$ cat src/rtl/approx_mul_share_pkg.sv
// Shared widths, the response record and helpers for the approximate multiplier sharing controller.
// Optional feature macro: APPROX_ERR_MONITOR_EN (error monitor; see approx_mul_share_ctrl).
package approx_mul_share_pkg;

  localparam int unsigned XW_DEF    = 8;
  localparam int unsigned ZW_DEF    = 16;
  localparam int unsigned ERR_CNT_W = 32;
  // Wide enough for an ID of up to 16 requesters.
  localparam int unsigned ID_MAX_W  = 4;

  // Result-stage payload: issuing requester and its product.
  typedef struct packed {
    logic [ID_MAX_W-1:0] id;
    logic [ZW_DEF-1:0]   z;
  } rsp_t;

  // Magnitude of the difference of two products.
  function automatic logic [ZW_DEF-1:0] abs_diff(input logic [ZW_DEF-1:0] a,
                                                 input logic [ZW_DEF-1:0] b);
    return (a >= b) ? (a - b) : (b - a);
  endfunction

endpackage

$ cat src/rtl/approx_mul_share_ctrl_rr_arbiter.sv
// Round-robin arbiter: first requester at or above ptr (with wrap-around) wins.
module rr_arbiter #(
  parameter int unsigned N  = 4,
  parameter int unsigned PW = (N > 1) ? $clog2(N) : 1
) (
  input  logic [N-1:0]  req,
  input  logic [PW-1:0] ptr,
  output logic [N-1:0]  gnt,
  output logic [PW-1:0] gnt_idx,
  output logic          gnt_any
);

  logic [PW-1:0] idx;

  // Walk the requesters starting at ptr; the first one found is granted.
  always_comb begin
    gnt     = '0;
    gnt_idx = '0;
    gnt_any = 1'b0;
    idx     = ptr;
    for (int unsigned off = 0; off < N; off++) begin
      idx = PW'((32'(ptr) + off) % N);
      if (!gnt_any && req[idx]) begin
        gnt_any  = 1'b1;
        gnt_idx  = idx;
        gnt[idx] = 1'b1;
      end
    end
  end

endmodule

$ cat src/rtl/approx_mul_share_ctrl.sv
// Time-shares one external combinational approximate multiplier among N_REQ requesters.
// Two-stage pipeline: S1 holds the granted operands on mul_x/mul_y, S2 holds the tagged product.
// Optional feature macro: APPROX_ERR_MONITOR_EN adds err_clr/err_cnt/err_max, comparing the
// core product against an exact product of the same operands.
module approx_mul_share_ctrl
  import approx_mul_share_pkg::*;
#(
  parameter int unsigned N_REQ = 4,
  parameter int unsigned ID_W  = 2,
  parameter int unsigned XW    = XW_DEF,
  parameter int unsigned ZW    = ZW_DEF
) (
  input  logic                 clk,
  input  logic                 rst_n,
  input  logic [N_REQ-1:0]     req_valid,
  output logic [N_REQ-1:0]     req_ready,
  input  logic [N_REQ*XW-1:0]  req_x,
  input  logic [N_REQ*XW-1:0]  req_y,
  output logic [XW-1:0]        mul_x,
  output logic [XW-1:0]        mul_y,
  input  logic [ZW-1:0]        mul_z,
  output logic                 rsp_valid,
  input  logic                 rsp_ready,
  output logic [ZW-1:0]        rsp_z,
  output logic [ID_W-1:0]      rsp_id
`ifdef APPROX_ERR_MONITOR_EN
  ,
  input  logic                 err_clr,
  output logic [ERR_CNT_W-1:0] err_cnt,
  output logic [ZW-1:0]        err_max
`endif
);

  localparam int unsigned PTR_W = (N_REQ > 1) ? $clog2(N_REQ) : 1;

  logic [PTR_W-1:0] rr_ptr_q, rr_ptr_d;
  logic             s1_vld_q, s1_vld_d;
  logic [XW-1:0]    mul_x_q, mul_x_d;
  logic [XW-1:0]    mul_y_q, mul_y_d;
  logic [ID_W-1:0]  s1_id_q, s1_id_d;
  logic             rsp_vld_q, rsp_vld_d;
  rsp_t             rsp_q, rsp_d;

  logic [N_REQ-1:0] gnt_oh;
  logic [PTR_W-1:0] gnt_idx;
  logic             gnt_any;
  logic             s2_free;
  logic             s1_adv;
  logic             s1_free;
  logic             accept;
  logic [XW-1:0]    sel_x;
  logic [XW-1:0]    sel_y;

  rr_arbiter #(
    .N  (N_REQ),
    .PW (PTR_W)
  ) u_arb (
    .req     (req_valid),
    .ptr     (rr_ptr_q),
    .gnt     (gnt_oh),
    .gnt_idx (gnt_idx),
    .gnt_any (gnt_any)
  );

  // Pipeline flow control: S2 frees on retire, S1 frees when it moves into S2.
  assign s2_free   = !rsp_vld_q || rsp_ready;
  assign s1_adv    = s1_vld_q && s2_free;
  assign s1_free   = !s1_vld_q || s1_adv;
  assign req_ready = s1_free ? gnt_oh : '0;
  assign accept    = s1_free && gnt_any;

  // One-hot operand select from the granted requester.
  always_comb begin
    sel_x = '0;
    sel_y = '0;
    for (int unsigned i = 0; i < N_REQ; i++) begin
      if (gnt_oh[i]) begin
        sel_x = req_x[i*XW +: XW];
        sel_y = req_y[i*XW +: XW];
      end
    end
  end

  // S1 and pointer update: load on accept, otherwise empty when the entry moves on.
  always_comb begin
    rr_ptr_d = rr_ptr_q;
    s1_vld_d = s1_vld_q;
    mul_x_d  = mul_x_q;
    mul_y_d  = mul_y_q;
    s1_id_d  = s1_id_q;
    if (accept) begin
      s1_vld_d = 1'b1;
      mul_x_d  = sel_x;
      mul_y_d  = sel_y;
      s1_id_d  = ID_W'(gnt_idx);
      rr_ptr_d = (gnt_idx == PTR_W'(N_REQ - 1)) ? '0 : gnt_idx + PTR_W'(1);
    end else if (s1_adv) begin
      s1_vld_d = 1'b0;
    end
  end

  // S2 update: capture the core product on advance, drop valid on retire.
  always_comb begin
    rsp_vld_d = rsp_vld_q;
    rsp_d     = rsp_q;
    if (s1_adv) begin
      rsp_vld_d = 1'b1;
      rsp_d.z   = ZW_DEF'(mul_z);
      rsp_d.id  = ID_MAX_W'(s1_id_q);
    end else if (rsp_vld_q && rsp_ready) begin
      rsp_vld_d = 1'b0;
    end
  end

  // Pipeline state registers.
  always_ff @(posedge clk or negedge rst_n) begin
    if (!rst_n) begin
      rr_ptr_q  <= '0;
      s1_vld_q  <= 1'b0;
      mul_x_q   <= '0;
      mul_y_q   <= '0;
      s1_id_q   <= '0;
      rsp_vld_q <= 1'b0;
      rsp_q     <= '0;
    end else begin
      rr_ptr_q  <= rr_ptr_d;
      s1_vld_q  <= s1_vld_d;
      mul_x_q   <= mul_x_d;
      mul_y_q   <= mul_y_d;
      s1_id_q   <= s1_id_d;
      rsp_vld_q <= rsp_vld_d;
      rsp_q     <= rsp_d;
    end
  end

  assign mul_x     = mul_x_q;
  assign mul_y     = mul_y_q;
  assign rsp_valid = rsp_vld_q;
  assign rsp_z     = ZW'(rsp_q.z);
  assign rsp_id    = ID_W'(rsp_q.id);

`ifdef APPROX_ERR_MONITOR_EN
  logic [ZW-1:0]        exact_s1;
  logic [ZW-1:0]        exact_q, exact_d;
  logic [ZW-1:0]        diff;
  logic [ERR_CNT_W-1:0] err_cnt_q, err_cnt_d;
  logic [ZW-1:0]        err_max_q, err_max_d;

  assign exact_s1 = ZW'(mul_x_q) * ZW'(mul_y_q);
  assign diff     = ZW'(abs_diff(ZW_DEF'(rsp_q.z), ZW_DEF'(exact_q)));

  // Exact product travels with the approximate one; statistics update on retire.
  always_comb begin
    exact_d   = exact_q;
    err_cnt_d = err_cnt_q;
    err_max_d = err_max_q;
    if (s1_adv) begin
      exact_d = exact_s1;
    end
    if (err_clr) begin
      err_cnt_d = '0;
      err_max_d = '0;
    end else if (rsp_vld_q && rsp_ready) begin
      if ((diff != '0) && (err_cnt_q != '1)) begin
        err_cnt_d = err_cnt_q + ERR_CNT_W'(1);
      end
      if (diff > err_max_q) begin
        err_max_d = diff;
      end
    end
  end

  // Error monitor registers.
  always_ff @(posedge clk or negedge rst_n) begin
    if (!rst_n) begin
      exact_q   <= '0;
      err_cnt_q <= '0;
      err_max_q <= '0;
    end else begin
      exact_q   <= exact_d;
      err_cnt_q <= err_cnt_d;
      err_max_q <= err_max_d;
    end
  end

  assign err_cnt = err_cnt_q;
  assign err_max = err_max_q;
`endif

endmodule

$ cat config.mk
export PLATFORM = sky130hd
export DESIGN_NAME = approx_mul_share_ctrl
export DESIGN_NICKNAME = d
export VERILOG_FILES = /design/src/rtl/approx_mul_share_pkg.sv /design/src/rtl/approx_mul_share_ctrl_rr_arbiter.sv /design/src/rtl/approx_mul_share_ctrl.sv
export SDC_FILE = /design/constraint.sdc
export NUM_CORES = 1
export LEC_CHECK = 0
export ABC_AREA = 1
export BUFFER_PORTS_ARGS = -buffer_cell sky130_fd_sc_hd__buf_2
export CAP_MARGIN = 20
export CORE_ASPECT_RATIO = 0.8
export CORE_UTILIZATION = 47
export DETAILED_ROUTE_END_ITERATION = 8
export MAX_ROUTING_LAYER = met4
export PLACE_DENSITY = 0.79
export SLEW_MARGIN = 10
export SYNTH_ARGS = -nofsm -noshare
export SYNTH_HDL_FRONTEND = slang
export SYNTH_SLANG_ARGS = --single-unit
$ cat constraint.sdc
create_clock -name clk -period 3 [get_ports clk]
set_input_delay 0.9 -clock clk [delete_from_list [all_inputs] [get_ports clk]]
set_output_delay 0.9 -clock clk [all_outputs]
set_load 0.02 [all_outputs]
After elaboration in Yosys (flattened, before gate mapping)
Index checks and enable logic that the tools add are counted.
- flip-flop bits (word level): 40
- input bits: 87
- output and inout port bits: 39
- logic and storage cells: 85
- add/subtract/negate cells: 4
- order comparisons: 8
- eq/ne operators: 1
- mux-type cells: 42
- bitwise logic cells: 3
- reduce and logical (&&, ||, !) cells: 19
- operators by type and width (cell ; count):
    8-bit 2-to-1 mux ; 8
    4-bit 2-to-1 mux ; 5
    1-bit 2-to-1 mux ; 16
    2-bit by 3-bit less-than comparator with 1-bit output, second input constant ; 4
    4-bit OR ; 3
    1-bit logical AND ; 10
    2-bit 2-to-1 mux ; 5
    1-bit binary-select mux with 2-bit select ; 4
    1-bit demux with 2-bit select ; 4
    2-bit by 1-bit >= comparator with 1-bit output, second input constant ; 4
    1-bit zero test ; 5
    2-bit by 1-bit adder with 2-bit output, second input constant ; 2
    2-bit adder, second input constant ; 2
    2-bit nonzero test ; 2
    2-bit equality test, second input constant ; 1
    1-bit logical OR ; 2

Longest topological paths before layout
- word-level depth: 16
- gate-level depth with buffers: 15
- depth with buffers taken out: 13

Hierarchy
Synthesis repeated with hierarchy kept, for this count alone.
- cell total of the unflattened synthesis: 394
- area, all modules: 2700.1 µm²
- modules (own cells, without submodules) (module ; times used ; cells an instance ; area an instance (µm²) ; sequential area each (µm²)):
    approx_mul_share_ctrl ; 1 ; 320 ; 2259.7 ; 1001.0
    rr_arbiter ; 1 ; 74 ; 440.4 ; 0.0

Worst setup path after synthesis
No wires, ideal clock.
- path kind: register -> output
- start: register (tool-made name)
- end: output port req_ready[0]
- data arrival time: 2007 ps
- required time: 2100 ps
- setup slack: 93 ps
- stages on the path, launching flop included: 14
- buffers on the path: 2
- path through: dfrtp_1 -> buf_6 -> inv_6 -> ha_1 -> inv_1 -> nand3_1 -> nand2_2 -> nand3_1 -> nor2_2 -> nand2_1 -> nand3_4 -> buf_8 -> nand2_1 -> inv_1
- RTL lines (item ; RTL line ; RTL):
    to (decl) ; approx_mul_share_ctrl.sv:16 ; output logic [N_REQ-1:0] req_ready,

Final worst setup path
- start: input port req_valid[3]
- end: output port req_ready[3]
- longest elaborated chain between the ends: 13
- elaborated cells on any way between the ends: 25
- classes of those cells: 16 x mux; 3 x bitwise; 6 x reduce/logical
- ends and longest elaborated chain (item ; RTL line ; RTL):
    from (decl) ; approx_mul_share_ctrl.sv:15 ; input logic [N_REQ-1:0] req_valid,
    1-bit binary-select mux with 2-bit select ; approx_mul_share_ctrl_rr_arbiter.sv:23 ; if (!gnt_any && req[idx]) begin
    1-bit 2-to-1 mux (implied by the code) ; approx_mul_share_ctrl_rr_arbiter.sv:23 ;
    1-bit 2-to-1 mux ; approx_mul_share_ctrl_rr_arbiter.sv:23 ;
    1-bit zero test ; approx_mul_share_ctrl_rr_arbiter.sv:23 ;
    1-bit logical AND ; approx_mul_share_ctrl_rr_arbiter.sv:23 ;
    1-bit 2-to-1 mux ; approx_mul_share_ctrl_rr_arbiter.sv:23 ;
    1-bit zero test ; approx_mul_share_ctrl_rr_arbiter.sv:23 ;
    1-bit logical AND ; approx_mul_share_ctrl_rr_arbiter.sv:23 ;
    1-bit 2-to-1 mux ; approx_mul_share_ctrl_rr_arbiter.sv:23 ;
    1-bit zero test ; approx_mul_share_ctrl_rr_arbiter.sv:23 ;
    1-bit logical AND ; approx_mul_share_ctrl_rr_arbiter.sv:23 ;
    4-bit 2-to-1 mux * ; approx_mul_share_ctrl_rr_arbiter.sv:23 ;
    4-bit 2-to-1 mux * ; approx_mul_share_ctrl.sv:69 ; assign req_ready = s1_free ? gnt_oh : '0;
Mark *: on every way between the ends. The rest lies on a longest branch, timed or not. The select of a mux whose other input is x is not followed.

==> metrics <==
status complete, no violations; number of global-route vias before repair around 2,400; Final nets 546; Syn Nets approximately 410; WP buf/inv 4; final setup TNS 0 ns; Yosys cell types 36; Syn Inst Count 320; worst reg2reg path depth 11; max layer used met4; number of iterations in the first detailed-routing pass 4; first-pass GRT wire length 11,080 µm; reg2reg end rr_ptr_q[1]; Seq/Total Area, Yosys 36.92%; worst hold slack 0.4846 ns; Clock power frac 8.0%; Placeable Area 5495 µm²; Worst setup SP type input port; Worst Tran Pin Value 0.8741 ns; All-Layer GR Usage 24.38%; WL met3 a little over 500 µm; Clock transition at path regs 0.07 ns; crit path capture type output port; hold_buf cts 0; IO Port Bufs 125; worst min path class register to register; row cnt 24; ANT nets after route 0; Power Dens Cells between 1500 and 2000 nW/µm²; dpl hpwl 5593 µm; final hold vios 0; per-cell routed wire length 13.50 µm; post-synthesis cell area 2711 µm²; diode count 0; GP Congestion just under 0.9; 1st-iter DRT viols around 120; switching pwr 2.960 mW; hold_sp rsp_id[0]; Syn-to-layout area delta 32.76%; io pins 126; Die Wd approximately 87 µm; Remaining DRCs 0; M1 WL 3267 µm; CP max stage cell nor2_4; ys async rst share 100.0%; Yosys top cell by area dfrtp_1; Routed met2 length 3319 µm; Num Clock Sinks 40; number of synthesis warnings 0; max_cap viols 0; via count 2,657; largest net degree at the start of global routing 41; commonest non-fill, non-tap cell in the layout buf_2; clock skew 0.008943 ns; crit-path cells buf_2 > inv_1 > nand2_1 > nand3_4 > nand2_8 > nor2_4 > a22oi_2 > nand3_2 > nand2_1 > inv_1 > buf_4; setup slack after layout 0.08783 ns; most frequent cells in the layout buf_2 (121), nand2_1 (63), a21oi_1 (58); Final Setup Violations 0; Die ar. 6078 µm²; global route overflow 0; critical path peak fanout 5; Comb pwr share 74.6%; clk buf depth 2; post-synthesis sequential element count 40; P_leak 1.890 nW; total power 5.567 mW; Critical Path RT between 2 and 2.5 ns; Max Freq 343.4 MHz; pre-CTS worst setup slack 0.008912 ns; vias per inst 5.004; switching share of power around 53%; min Tclk post-route slightly below 3 ns; Starting Density 49.34%; Post-synth EDFFs 0; Synth area leaders dfrtp_1 (37%), a21oi_1 (11%), nand2_1 (9.0%), mux2_2 (6.6%), nand3_2 (4.4%); initial antenna violation count 0; WS Path Type input port to output port; Top delay family on crit path simple AND/OR/NAND/NOR gates; fraction of layout cells with a size suffix above 1 47.90%; flop-to-flop setup slack 0.67 ns; Hold Path Depth 2; Die Span Y 69.94 µm; Main synth FF type dfrtp_1; Int Pwr roughly 2.6 mW; VDD IR max 0.8857 mV; Synth top area share 36.92%; slowest stage delay, CP 0.20 ns; Clock Latency Late Sink 0.30 ns; CTS tree done; CTS Buf Count 5; Final period util 97.07%; worst hold endpoint rsp_id[0]; H-Tree Depth 2; crit path DAT 2.01 ns; Clock Tree Root clkbuf_8; sequential power share between 10% and 20%; RSZ-0062 raised after global routing yes; syn_area_per_cell 8.473 µm²; Routed WL 7170 µm; Rel. slew slack 41.73%; Final Max Slew Viols 0
[tightest hold or removal path: stages (launching register included)]
cell and delay, ns:
dfrtp_1 0.34, nand2_1 0.05, o21ai_0 0.06
[worst max-delay path by stage]
| stage | startpoint | to | slack [ns] | depth (start not counted) |
|---|---|---|---|---|
| finish | req_valid[3] | req_ready[3] | 0.09 | 11 |
| global route | req_valid[2] | req_ready[0] | -0.01 | 10 |
| CTS | register | req_ready[0] | 0.02 | 12 |
| detailed placement | req_valid[2] | req_ready[0] | 0.009 | 10 |
| global placement | req_valid[3] | req_ready[3] | 0.06 | 11 |
| floorplan | register | req_ready[0] | 0.09 | 13 |
[kinds of logic after synthesis]
group | count (synthesis) | share of synthesized area (%)
compound gates | 79 | 17.35
xor+xnor | 1 | 0.3231
fa+ha+maj | 7 | 3.230
buf+inv | 45 | 8.814
flops | 40 | 36.92
mux | 16 | 6.645
simple gates | 132 | 26.72
[stage by stage]
stage	instance area, µm²	util (%)	cells
after global placement	3413	62.11	519
after floorplan	2711	-	320
after detailed placement	3413	62.11	519
after global routing	3600	65.51	531
final	3600	65.51	531
after CTS	3546	64.53	527
[power by group through the flow]
stage	clock network, mW	logic [mW]	registers, mW
finish	0.447	4.15	0.966
global route	0.478	4.56	0.997
CTS	0.455	4.04	0.968
detailed placement	0	3.98	0.980
global placement	0	3.93	0.959
floorplan	0	2.75	1.28
[per-layer routing]
| metal | up-vias | global-route usage [%] |
|---|---|---|
| li1 | 1331 | - |
| met1 | 1216 | 32.88 |
| met2 | 104 | 38.50 |
| met3 | 6 | 4.492 |
| met4 | 0 | 5.000 |
| met5 | - | - |
[Yosys cell counts (2+ instances only)]
library cell  number
clkbuf_1           3
o21ai_0            4
nand3_1           12
inv_1             26
nand3_4            3
a21oi_2           10
buf_6              2
nand4_1            6
nor2_1            19
mux2_2            16
buf_4              3
nand2_1           65
ha_1               7
buf_2              5
a21boi_2           2
a21oi_1           58
nand3_2           12
nand2_2            8
inv_6              2
dfrtp_1           40
inv_2              2
[area by class of cell]
class / count / area, µm²
sequential: 40 / 1001
clock buffer: 5 / 68.82
clock inverter: 3 / 46.29
fill: 488 / 1896
inverter: 30 / 122.6
timing repair buffer: 140 / 764.5
tap: 78 / 97.59
multi-input combinational: 235 / 1499
[flip-flops by register name, indices dropped and copies added (netlist names), named ones only]
signal / count
mul_x: 8
rsp_id: 2
s1_id_q: 2
mul_y: 8
rr_ptr_q: 1
s1_vld_q: 1
rsp_z: 16
rsp_valid: 1
[what timing repair did]
item | 4_1_cts | 5_1_grt
setup endpoints to repair | 4 | 4
buffers inserted | 0 | 4
resized for setup | 2 | 12
pin swaps | 0 | 6
Power figures use the tool's default switching activity.
